`config.mk`:
```
export PLATFORM = sky130hd
export DESIGN_NAME = lzw_code_packer
export DESIGN_NICKNAME = d
export VERILOG_FILES = /design/src/rtl/lzw_pkg.sv /design/src/rtl/lzw_sync_fifo.sv /design/src/rtl/lzw_code_packer.sv
export SDC_FILE = /design/constraint.sdc
export NUM_CORES = 1
export LEC_CHECK = 0
export BUFFER_PORTS_ARGS = -buffer_cell sky130_fd_sc_hd__buf_2
export CORE_MARGIN = 1.5
export CORE_UTILIZATION = 55
export CTS_CLUSTER_SIZE = 40
export DETAILED_ROUTE_END_ITERATION = 7
export GPL_TIMING_DRIVEN = 1
export PLACE_DENSITY = 0.73
export SYNTH_ARGS = -nofsm -noshare
export SYNTH_HDL_FRONTEND = slang
export SYNTH_SLANG_ARGS = --single-unit
```
`constraint.sdc`:
```
create_clock -name clk -period 3 [get_ports clk]
set_input_delay 0.6 -clock clk [delete_from_list [all_inputs] [get_ports clk]]
set_output_delay 0.6 -clock clk [all_outputs]
set_load 0.02 [all_outputs]
```
`src/rtl/lzw_pkg.sv`:
```
// lzw_pkg: shared LZW constants, packer state encoding and a clog2 helper.
// Contents:
//   stateT               RUN / FLUSH / DONE states of the code packer
//   DefCodeW/MinW/OutW   default code and word widths, reused by the controller
//   clog2()              ceiling log2 usable in constant expressions
package lzw_pkg;

    typedef enum logic [1:0] {RUN, FLUSH, DONE} stateT;

    localparam int DefCodeW = 12;
    localparam int DefMinW  = 9;
    localparam int DefOutW  = 8;

    function automatic int clog2(input int v);
        int r;
        for (r = 0; (1 << r) < v; r++) begin
        end
        return r;
    endfunction

endpackage

```
`src/rtl/lzw_sync_fifo.sv`:
```
// lzw_sync_fifo: show-ahead synchronous FIFO with async active-low reset.
// Ports:
//   clk, reset      clock, asynchronous active-low reset
//   push, pushData  write request and data (ignored when full)
//   pop             read request (ignored when empty)
//   popData         head word, valid while !empty, zero when empty
//   full, empty     occupancy flags
//   level           current occupancy 0..DEPTH
module lzw_sync_fifo
    import lzw_pkg::*;
#(
    parameter int WIDTH = 8,
    parameter int DEPTH = 16
) (
    input  logic                        clk,
    input  logic                        reset,
    input  logic                        push,
    input  logic [WIDTH-1:0]            pushData,
    input  logic                        pop,
    output logic [WIDTH-1:0]            popData,
    output logic                        full,
    output logic                        empty,
    output logic [clog2(DEPTH+1)-1:0]   level
);
    localparam int AW = clog2(DEPTH);
    localparam int LW = clog2(DEPTH+1);

    logic [WIDTH-1:0] mem [DEPTH];
    logic [AW-1:0] rdPtr, wrPtr;
    logic doPush, doPop;

    always_comb begin
        full    = level == LW'(DEPTH);
        empty   = level == '0;
        doPush  = push && !full;
        doPop   = pop && !empty;
        popData = empty ? '0 : mem[rdPtr];
    end

    // Pointers wrap naturally because DEPTH is a power of two.
    always_ff @(posedge clk or negedge reset) begin
        if (!reset) begin
            rdPtr <= '0;
            wrPtr <= '0;
            level <= '0;
        end else begin
            rdPtr <= rdPtr + AW'(doPop);
            wrPtr <= wrPtr + AW'(doPush);
            level <= level + LW'(doPush) - LW'(doPop);
        end
    end

    always_ff @(posedge clk) begin
        if (doPush) mem[wrPtr] <= pushData;
    end

endmodule

```
`src/rtl/lzw_code_packer.sv`:
```
// lzw_code_packer: packs variable-width LZW codes LSB-first into OUT_W-bit words.
// Ports:
//   clk, reset              clock, asynchronous active-low reset
//   code_in/width/valid     code beat in; code_ready accepts it
//   close                   end-of-stream request (level)
//   out_data/valid/ready    packed word stream from a DEPTH-entry FIFO
//   fifo_level              FIFO occupancy
//   width_err               sticky illegal-width flag
//   done                    one-cycle pulse once flushed and drained
//   code_count, word_count  present only with LZW_PACKER_STATS_EN defined:
//                           saturating legal-beat and word-pop counters,
//                           cleared after the DONE cycle
module lzw_code_packer
    import lzw_pkg::*;
#(
    parameter int CODE_W = DefCodeW,
    parameter int MIN_W  = DefMinW,
    parameter int OUT_W  = DefOutW,
    parameter int DEPTH  = 16
) (
    input  logic                        clk,
    input  logic                        reset,
    input  logic [CODE_W-1:0]           code_in,
    input  logic [clog2(CODE_W+1)-1:0]  code_width,
    input  logic                        code_valid,
    output logic                        code_ready,
    input  logic                        close,
    output logic [OUT_W-1:0]            out_data,
    output logic                        out_valid,
    input  logic                        out_ready,
    output logic [clog2(DEPTH+1)-1:0]   fifo_level,
    output logic                        width_err,
    output logic                        done
`ifdef LZW_PACKER_STATS_EN
    ,
    output logic [15:0]                 code_count,
    output logic [15:0]                 word_count
`endif
);
    localparam int ACC_W = CODE_W + OUT_W - 1;
    localparam int CW    = clog2(ACC_W + 1);
    localparam int WW    = clog2(CODE_W + 1);

    stateT state;
    logic [ACC_W-1:0] acc, newBits;
    logic [CW-1:0] accCnt;
    logic [CODE_W-1:0] maskedCode;
    logic live, closeArmed, hasWord, tail, push, accept, legal, full, empty;

    always_comb begin
        hasWord    = accCnt >= CW'(OUT_W);
        // live keeps code_ready low while reset is held and for the first edge after it
        code_ready = live && state == RUN && !hasWord;
        accept     = code_valid && code_ready;
        legal      = code_width >= WW'(MIN_W) && code_width <= WW'(CODE_W);
        maskedCode = code_in & ~({CODE_W{1'b1}} << code_width);
        newBits    = ACC_W'(maskedCode) << accCnt;
        tail       = state == FLUSH && accCnt != '0 && !hasWord;
        push       = (hasWord || tail) && !full;
        out_valid  = !empty;
    end

    // Bits above accCnt are always zero, so the flush remainder is already zero-padded.
    always_ff @(posedge clk or negedge reset) begin
        if (!reset) begin
            state      <= RUN;
            acc        <= '0;
            accCnt     <= '0;
            live       <= 1'b0;
            closeArmed <= 1'b1;
            width_err  <= 1'b0;
            done       <= 1'b0;
        end else begin
            live <= 1'b1;
            done <= 1'b0;
            if (accept && legal) begin
                acc    <= acc | newBits;
                accCnt <= accCnt + CW'(code_width);
            end else if (push) begin
                acc    <= acc >> OUT_W;
                accCnt <= hasWord ? accCnt - CW'(OUT_W) : '0;
            end
            if (accept && !legal) width_err <= 1'b1;
            if (state == RUN) begin
                if (!close) closeArmed <= 1'b1;
                else if (closeArmed) state <= FLUSH;
            end else if (state == FLUSH) begin
                if (accCnt == '0 && empty) begin
                    state <= DONE;
                    done  <= 1'b1;
                end
            end else begin
                state      <= RUN;
                acc        <= '0;
                accCnt     <= '0;
                closeArmed <= 1'b0;
            end
        end
    end

`ifdef LZW_PACKER_STATS_EN
    always_ff @(posedge clk or negedge reset) begin
        if (!reset) begin
            code_count <= '0;
            word_count <= '0;
        end else begin
            code_count <= state == DONE ? '0 : code_count + 16'((accept && legal) && code_count != '1);
            word_count <= state == DONE ? '0 : word_count + 16'((out_valid && out_ready) && word_count != '1);
        end
    end
`endif

    lzw_sync_fifo #(.WIDTH(OUT_W), .DEPTH(DEPTH)) fifo (
        .clk      (clk),
        .reset    (reset),
        .push     (push),
        .pushData (acc[OUT_W-1:0]),
        .pop      (out_ready),
        .popData  (out_data),
        .full     (full),
        .empty    (empty),
        .level    (fifo_level)
    );

endmodule

```
==> flow_summary.json, run 1 <==
{
  "path_buf_inv": 3,
  "setup_violations": 1,
  "cp_slowest_cell": "mux4_2",
  "reg2reg_depth": 8,
  "cts_max_level": 4,
  "vias_per_cell": 6.36,
  "r2r_slack_ns": 0.31,
  "synth_cell_type_count": 74,
  "hold-worst-slack_ns": 0.336,
  "drive_gt1_share_pct": 25.8,
  "fin_area_sq_um": 9300,
  "synth_mux_area_share_pct": 11.8,
  "n_fill_cell": 1025,
  "drc": 0,
  "p_leak_nw": 3.40,
  "crit_type": "flip-flop to primary output",
  "routedWlPerCell_um": 22.6,
  "mostFrequentLayoutCell": "edfxtp_1",
  "clkLatencyLatePin_ns": 0.42,
  "async_flop_share_pct": 25.1,
  "finalCritPeriodShare_pct": 101,
  "tritoncts": "done",
  "gr-usage-all-layers_pct": 25.7,
  "yosys.area_share.simple_pct": 10.0,
  "crit_family": "multiplexers",
  "crit_path_start_kind": "flip-flop",
  "ys_ff_latch": 171,
  "syn_area_sq_um": 8080,
  "slew_viol_final": 0,
  "worstPathCellList": "buf_12 > clkbuf_16 > mux4_2 > mux4_2 > and2_4 > buf_6",
  "syn-mean-instance-area_sq_um": 14.0,
  "yosysSeqAreaShare_pct": 60.9,
  "drt_wl_total_um": 18800,
  "rsz0062_at_grt": "true",
  "die_w_um": 124,
  "synth.area.top_cells": "edfxtp_1 48%, dfrtp_1 13%, mux4_2 11%",
  "synth-edff-count": 128,
  "dp_hpwl_um": 12200,
  "max_freq_mhz": 331,
  "num_antenna_cells": 0,
  "violations": "negative setup slack",
  "hp-class": "primary input to async pin",
  "finish.cell_count_without_fillers": 831,
  "rr_startpoint": "accCnt[0]$_DFF_PN0_",
  "r2r_end": "fifo.mem[14][7]$_DFFE_PP_",
  "cts.sinks": 171,
  "power_mw": 9.56,
  "vias": 5285,
  "cap_viol_max_count": 0,
  "synthCells": 575,
  "ys.flop_type": "edfxtp_1",
  "grt_pass1_wl_um": 28500,
  "cts-buffers-inserted": 17,
  "coreArea_sq_um": 14400,
  "critPathCaptureType": "primary output",
  "cpMostUsedCell": "mux4_2",
  "dp.cells": 794,
  "portBuffers": 37,
  "dr.pass1.iters": 5,
  "start_util_pct": 56.0,
  "cts.path.max_buffers": 2,
  "drt-initial-drc-count": 537,
  "nets": 672,
  "cp_data_arrival_time_ns": 2.42,
  "relSlewSlack_pct": 35.0,
  "synth.top_cell.area_share_pct": 47.6,
  "synth_top_family_by_area": "multiplexers",
  "finalCriticalPeriod_ns": 3.02,
  "place_area_sq_um": 8610,
  "grt_max_degree": 44,
  "finClkSkew_ns": 0.00943,
  "fp.dieH_um": 124,
  "worstPathRequired_ns": 2.40,
  "syn_nets": 613,
  "ys_warn_count": 0,
  "synth_xor_xnor_area_share_pct": 1.08,
  "gr-total-overflow": 0,
  "first_global_vias": 4897,
  "fin_ws_ns": -0.0183,
  "finalHoldViolCount": 0,
  "place.gp.congestion": 0.896,
  "cts_root_buf": "clkbuf_16",
  "p_per_area_nw_per_um2": 1030,
  "cp_max_fo": 5,
  "final_cell_mix": "128 x edfxtp_1, 46 x nor2_1, 41 x dfrtp_1",
  "syn_to_final_growth_pct": 15.1,
  "postRouteAntennaNets": 0,
  "worst_slew_pin_slew_ns": 0.975,
  "antenna_found_initial": 0,
  "vdd_drop_max_uv": 639,
  "synth_area_leader_cell": "edfxtp_1",
  "clk_pin_slew_ns": 0.06,
  "die_area_sq_um": 15400,
  "synth_compound_area_share_pct": 10.2,
  "cpPeakStageDelay_ns": 0.51,
  "rows": 44,
  "ios": 38,
  "synthAdderAreaFrac_pct": 2.82,
  "outcome": "finished, violations left"
}
registers in the layout, indices dropped and copies added (netlist names):
register	count
fifo.mem	128
acc	19
accCnt	5
fifo.level	5
fifo.rdPtr	4
fifo.wrPtr	4
state	2
closeArmed	1
done	1
live	1
width_err	1
kinds of logic after synthesis:
group	count (synthesis)
AOI/OAI and AO/OA	112
xor gates and xnor gates	10
adders and majority gates	17
buffers and inverters	58
DFF	171
muxes	45
other	1
and+or+nand+nor	161
cell usage after synthesis (4+ instances only):
cell and count:
edfxtp_1 128, nor2_1 46, dfrtp_1 42, mux4_2 40, nand2_1 35, a21oi_1 20, clkbuf_1 18, inv_1 18
nor3_1 16, ha_1 15, buf_2 13, o21ai_0 12, and2_1 11, nand3_1 10, a211oi_1 6, a22oi_1 6
nand2b_1 6, nand4_1 6, o211ai_1 6, xnor2_1 6, a31oi_1 5, o21ai_1 5, a21o_1 4, a311oi_1 4
a32oi_1 4, and3_1 4, mux2i_1 4, nand3b_1 4, nor2b_1 4, nor3_2 4, o21a_1 4, o311ai_1 4
or3_1 4, xor2_1 4
timing repair:
action	in CTS	in global routing
gates resized for setup	3	12
hold buffers	0	0
pin swaps	0	1
hold endpoints to repair	0	0
setup endpoints to repair	7	8
setup buffers	1	1
cloned	0	3
worst register-to-register path, delay by kind of cell (launching register included):
family          cells  cell delay [ns]
simple gates        3             0.99
compound gates      2             0.49
buf+inv             3             0.53
flops               1             0.37
layer usage:
layer,up-vias,GRT usage [%],routed length (um)
met2,250,43.0,9720
li1,2359,-,-
met1,2657,35.6,7640
met5,-,0,0
met3,19,4.12,1240
met4,0,6.53,227
how the worst max path moves through the flow:
stage                        endpoint  slack (ns)                     from  cells past startpoint
after floorplan           out_data[0]        0.34  fifo.rdPtr[0]$_DFF_PN0_                      5
after global placement    out_data[2]        0.33  fifo.rdPtr[0]$_DFF_PN0_                      5
after detailed placement  out_data[2]        0.26  fifo.rdPtr[0]$_DFF_PN0_                      5
after CTS                 out_data[0]       -0.01  fifo.rdPtr[0]$_DFF_PN0_                      5
after global routing      out_data[2]       -0.07  fifo.rdPtr[0]$_DFF_PN0_                      6
final                     out_data[2]       -0.02  fifo.rdPtr[0]$_DFF_PN0_                      6
final cells by class:
type | instances | area [sq um] | share of cell area [%]
timing repair buffer | 77 | 593 | 6.38
multi-input combinational | 346 | 2920 | 31.4
sequential | 171 | 4920 | 52.9
clock buffer | 19 | 433 | 4.66
clock inverter | 13 | 126 | 1.36
tap | 184 | 230 | 2.48
inverter | 21 | 78.8 | 0.848
stage by stage:
| step | utilization (%) | TNS, ns | setup slack (ns) |
|---|---|---|---|
| detailed placement | 59.7 | 0 | 0.255 |
| floorplan | - | 0 | 0.344 |
| global placement | 59.7 | 0 | 0.328 |
| CTS | 63.7 | -0.0235 | -0.0131 |
| finish | 64.5 | -0.0183 | -0.0183 |
| global route | 64.5 | -0.348 | -0.0723 |
power breakdown:
| part | internal, mW | switching [mW] |
|---|---|---|
| registers | 3.22 | 0.391 |
| logic | 1.85 | 2.02 |
| clock network | 1.22 | 0.867 |
| total | 6.29 | 3.28 |
No activity file was read; power rests on OpenSTA's default activity.
==> run 2: changes to the inputs <==
==> constraint.sdc (replaced) <==
create_clock -name clk -period 3 [get_ports clk]
set_input_delay 0.45 -clock clk [delete_from_list [all_inputs] [get_ports clk]]
set_output_delay 0.45 -clock clk [all_outputs]
set_load 0.02 [all_outputs]
==> flow_summary.json, run 2 (synthesized netlist as in run 1, its figures left out) <==
{
  "r2r_end": "fifo.level[4]$_DFF_PN0_",
  "clk_pin_slew_ns": 0.06,
  "antenna_found_initial": 0,
  "cts_max_level": 4,
  "largest_reg_flops": 128,
  "fin_ws_ns": 0.129,
  "critPathCaptureType": "primary output",
  "max_freq_mhz": 348,
  "grt_max_degree": 44,
  "postRouteAntennaNets": 0,
  "nets": 663,
  "drt_wl_total_um": 18500,
  "place.gp.congestion": 0.897,
  "cp_max_fo": 17,
  "reg_top3": "fifo.mem (128), acc (19)",
  "relSlewSlack_pct": 35.0,
  "start_util_pct": 56.0,
  "fp.dieH_um": 124,
  "vdd_drop_max_uv": 422,
  "coreArea_sq_um": 14400,
  "cts_root_buf": "clkbuf_16",
  "finalCriticalPeriod_ns": 2.87,
  "final.setup.tns_ns": 0,
  "dp_hpwl_um": 12300,
  "cap_viol_max_count": 0,
  "tritoncts": "done",
  "rsz0062_at_grt": "false",
  "syn_to_final_growth_pct": 13.7,
  "p_int_mw": 6.11,
  "slew_viol_final": 0,
  "cts.sinks": 171,
  "p_comb_share_pct": 36.9,
  "p_leak_nw": 3.35,
  "gr-usage-all-layers_pct": 25.8,
  "place_ws_ns": 0.309,
  "outcome": "finished clean",
  "cts_resized": 0,
  "power_switching_mw": 3.20,
  "finalHoldViolCount": 0,
  "postCtsSetupBuffers": 0,
  "mostFrequentLayoutCell": "edfxtp_1",
  "routedWlPerCell_um": 22.5,
  "drt-initial-drc-count": 435,
  "reg2reg_depth": 14,
  "gr-total-overflow": 0,
  "drive_gt1_share_pct": 24.3,
  "portBuffers": 37,
  "cpMostUsedCell": "mux4_2",
  "num_antenna_cells": 0,
  "dr.pass1.iters": 5,
  "place_area_sq_um": 8560,
  "worstPathRequired_ns": 2.55,
  "grt_pass1_wl_um": 28800,
  "crit_family": "multiplexers",
  "vias_per_cell": 6.42,
  "top_register": "fifo.mem",
  "rows": 44,
  "hp-class": "primary input to async pin",
  "clkLatencyLatePin_ns": 0.42,
  "fin_area_sq_um": 9190,
  "cts.path.max_buffers": 2,
  "finClkSkew_ns": 0.00966,
  "r2r_slack_ns": 0.21,
  "cp_data_arrival_time_ns": 2.42,
  "drc": 0,
  "die_w_um": 124,
  "cpPeakStageDelay_ns": 0.57,
  "finalCritPeriodShare_pct": 95.7,
  "rr_startpoint": "accCnt[3]$_DFF_PN0_",
  "switching_share_pct": 34.3,
  "first_global_vias": 5091,
  "ios": 38,
  "die_area_sq_um": 15400,
  "holdBufCountCts": 0,
  "crit_path_start_kind": "flip-flop",
  "crit_type": "flip-flop to primary output",
  "cp_slowest_cell": "mux4_2",
  "worst_slew_pin_slew_ns": 0.975,
  "final_cell_mix": "128 x edfxtp_1, 46 x nor2_1, 41 x dfrtp_1",
  "p_per_area_nw_per_um2": 1010,
  "setup_violations": 0,
  "cts-buffers-inserted": 17,
  "worstPathCellList": "buf_6 > mux4_2 > mux4_2 > and2_1 > buf_2",
  "path_buf_inv": 2,
  "p_seq_share_pct": 39.4,
  "vias": 5274,
  "p_clk_share_pct": 23.7
}
[run 2: per-stage QoR]
stage,cells,hold WS (ns),util (%),total power [mW]
after floorplan,575,0.154,-,6.02
after global placement,790,0.441,59.4,6.99
after detailed placement,790,0.459,59.4,7.11
after CTS,822,0.211,63.6,9.33
after global routing,822,0.271,63.7,9.80
final,822,0.184,63.7,9.31
[run 2: worst max path at each step]
stage / slack, ns / endpoint / from / cells past startpoint
2_1_floorplan: 0.38 / fifo.level[4]$_DFF_PN0_ / accCnt[0]$_DFF_PN0_ / 13
3_3_place_gp: 0.39 / fifo.level[4]$_DFF_PN0_ / accCnt[3]$_DFF_PN0_ / 14
3_5_place_dp: 0.31 / fifo.level[4]$_DFF_PN0_ / accCnt[3]$_DFF_PN0_ / 14
4_1_cts: 0.02 / out_data[6] / fifo.rdPtr[0]$_DFF_PN0_ / 5
5_1_grt: 0.007 / fifo.level[4]$_DFF_PN0_ / accCnt[3]$_DFF_PN0_ / 14
6_report: 0.13 / out_data[3] / fifo.rdPtr[0]$_DFF_PN0_ / 5
[run 2: area by class of cell]
cell class | instances | area [sq um]
clock buffer | 29 | 596
timing repair buffer | 68 | 438
fill | 1044 | 5240
clock inverter | 3 | 17.5
multi-input combinational | 346 | 2900
tap | 184 | 230
inverter | 21 | 78.8
sequential | 171 | 4920
[run 2: worst register-to-register path: cells and delay by family (launching register included)]
| kind | cells | cell delay (ns) |
|---|---|---|
| flops | 1 | 0.45 |
| fa+ha+maj | 3 | 0.89 |
| buf+inv | 5 | 0.65 |
| xor+xnor | 1 | 0.12 |
| compound gates | 3 | 0.35 |
| simple gates | 2 | 0.20 |
[run 2: power groups by stage]
stage | clock network, mW | registers [mW] | logic, mW
4_1_cts | 2.21 | 3.67 | 3.46
2_1_floorplan | 0 | 3.53 | 2.49
5_1_grt | 2.31 | 3.73 | 3.75
6_report | 2.20 | 3.67 | 3.44
3_5_place_dp | 0 | 3.70 | 3.41
3_3_place_gp | 0 | 3.67 | 3.32
[run 2: metal layers]
layer,global-route usage (%),wire length [um],vias up
met5,0,0,-
met4,10.1,525,0
met3,4.17,1140,37
met2,43.0,9450,242
met1,34.1,7360,2658
li1,-,-,2337
==> run 3: changes to the inputs <==
--- a/config.mk
+++ b/config.mk
@@ -7,11 +7,10 @@
 export LEC_CHECK = 0
 export BUFFER_PORTS_ARGS = -buffer_cell sky130_fd_sc_hd__buf_2
 export CORE_MARGIN = 1.5
-export CORE_UTILIZATION = 55
+export CORE_UTILIZATION = 45
 export CTS_CLUSTER_SIZE = 40
 export DETAILED_ROUTE_END_ITERATION = 7
 export GPL_TIMING_DRIVEN = 1
-export PLACE_DENSITY = 0.73
 export SYNTH_ARGS = -nofsm -noshare
 export SYNTH_HDL_FRONTEND = slang
 export SYNTH_SLANG_ARGS = --single-unit
==> flow_summary.json, run 3 (synthesized netlist as in run 1, its figures left out) <==
{
  "outcome": "finished clean",
  "postRouteAntennaNets": 0,
  "hp-class": "primary input to async pin",
  "n_fill_cell": 1431,
  "holdBufCountCts": 0,
  "cts_root_buf": "clkbuf_16",
  "start_util_pct": 46.4,
  "fin_area_sq_um": 9290,
  "top_register": "fifo.mem",
  "worstPathRequired_ns": 2.55,
  "vdd_drop_max_uv": 847,
  "cts.path.max_buffers": 2,
  "die_w_um": 137,
  "mostFrequentLayoutCell": "edfxtp_1",
  "dr.pass1.iters": 5,
  "vias_per_cell": 5.93,
  "cts-buffers-inserted": 17,
  "rows": 48,
  "clkLatencyLatePin_ns": 0.43,
  "portBuffers": 37,
  "place.gp.congestion": 0.938,
  "worstPathCellList": "buf_4 > mux4_2 > mux4_2 > and2_1 > buf_2",
  "num_antenna_cells": 0,
  "cpMostUsedCell": "mux4_2",
  "routedWlPerCell_um": 21.7,
  "drc": 0,
  "clk_pin_slew_ns": 0.07,
  "grt_pass1_wl_um": 29500,
  "reg_top3": "fifo.mem (128), acc (19)",
  "reg2reg_depth": 12,
  "crit_path_start_kind": "flip-flop",
  "nets": 669,
  "cts_max_level": 4,
  "fp.dieH_um": 137,
  "cp_max_fo": 11,
  "dp_hpwl_um": 13200,
  "cap_viol_max_count": 0,
  "r2r_slack_ns": 0.44,
  "critPathCaptureType": "primary output",
  "finalHoldViolCount": 0,
  "rr_startpoint": "accCnt[1]$_DFF_PN0_",
  "setup_violations": 0,
  "cpPeakStageDelay_ns": 0.57,
  "ios": 38,
  "slew_viol_final": 0,
  "finalCriticalPeriod_ns": 2.88,
  "finClkSkew_ns": 0.0120,
  "cp_data_arrival_time_ns": 2.43,
  "crit_type": "flip-flop to primary output",
  "finalCritPeriodShare_pct": 96.0,
  "cp_slowest_cell": "mux4_2",
  "dp.cells": 837,
  "vias": 5155,
  "die_area_sq_um": 18800,
  "r2r_end": "fifo.level[4]$_DFF_PN0_",
  "syn_to_final_growth_pct": 15.0,
  "grt_max_degree": 44,
  "final_cell_mix": "128 x edfxtp_1, 46 x nor2_1, 41 x dfrtp_1",
  "crit_family": "multiplexers",
  "gr-total-overflow": 0,
  "p_per_area_nw_per_um2": 1010,
  "path_buf_inv": 2,
  "tritoncts": "done",
  "cts.sinks": 171,
  "largest_reg_flops": 128,
  "coreArea_sq_um": 17400,
  "p_leak_nw": 3.38,
  "final.setup.tns_ns": 0,
  "postCtsSetupBuffers": 0,
  "gr-usage-all-layers_pct": 21.7,
  "max_freq_mhz": 347,
  "antenna_found_initial": 0,
  "worst_slew_pin_slew_ns": 0.989,
  "finish.cell_count_without_fillers": 869,
  "place_area_sq_um": 8670,
  "relSlewSlack_pct": 34.1,
  "cts_resized": 0,
  "rsz0062_at_grt": "false",
  "first_global_vias": 5140,
  "drive_gt1_share_pct": 25.5,
  "drt-initial-drc-count": 427,
  "drt_wl_total_um": 18900
}
==> run 3: how the worst max path moves through the flow <==
stage / cells after the start / start / to
after floorplan: 13 / accCnt[0]$_DFF_PN0_ / fifo.level[4]$_DFF_PN0_
after global placement: 12 / accCnt[0]$_DFF_PN0_ / fifo.level[4]$_DFF_PN0_
final: 5 / fifo.rdPtr[0]$_DFF_PN0_ / out_data[3]
after detailed placement: 12 / accCnt[1]$_DFF_PN0_ / fifo.level[4]$_DFF_PN0_
after global routing: 5 / fifo.rdPtr[0]$_DFF_PN0_ / out_data[3]
after CTS: 5 / fifo.rdPtr[0]$_DFF_PN0_ / out_data[3]
==> run 3: final cells by class <==
class	instances	area (sq um)	share of cell area, %
clock inverters	14	189	2.03
repair buffers	74	488	5.25
clock buffers	18	429	4.62
multi-input cells	346	2900	31.2
flip-flops and latches	171	4920	53.0
well taps	225	282	3.03
inverters	21	78.8	0.848
==> run 3: power breakdown <==
part	internal (mW)	switching [mW]
sequential	3.22	0.420
clock	1.33	0.941
combinational	1.59	1.92
==> run 3: per-layer routing <==
layer	track usage, %	up-vias	routed length [um]
met5	0	-	0
met4	5.85	0	249
met3	5.52	24	1180
met2	32.0	176	8770
met1	32.0	2615	8690
li1	-	2340	-
==> run 3: per-stage QoR <==
| step | util, % | worst slack, ns | hold slack [ns] | power, mW |
|---|---|---|---|---|
| after floorplan | - | 0.379 | 0.154 | 6.02 |
| after global placement | 49.8 | 0.534 | 0.434 | 7.16 |
| after detailed placement | 49.8 | 0.433 | 0.447 | 7.25 |
| after CTS | 53.3 | 0.0828 | 0.219 | 9.51 |
| after global routing | 53.3 | 0.0162 | 0.276 | 9.96 |
| final | 53.3 | 0.119 | 0.176 | 9.43 |
==> run 3: worst register-to-register path, stage by stage (launching register included) <==
cell and delay (ns):
dfrtp_1 0.39, or3b_1 0.46, o31ai_4 0.25, o21ai_2 0.15, inv_2 0.15, ha_1 0.19, inv_1 0.06, fa_1 0.39
inv_1 0.08, a21oi_1 0.06, nor2_1 0.08, nor2_1 0.06, xnor2_1 0.12
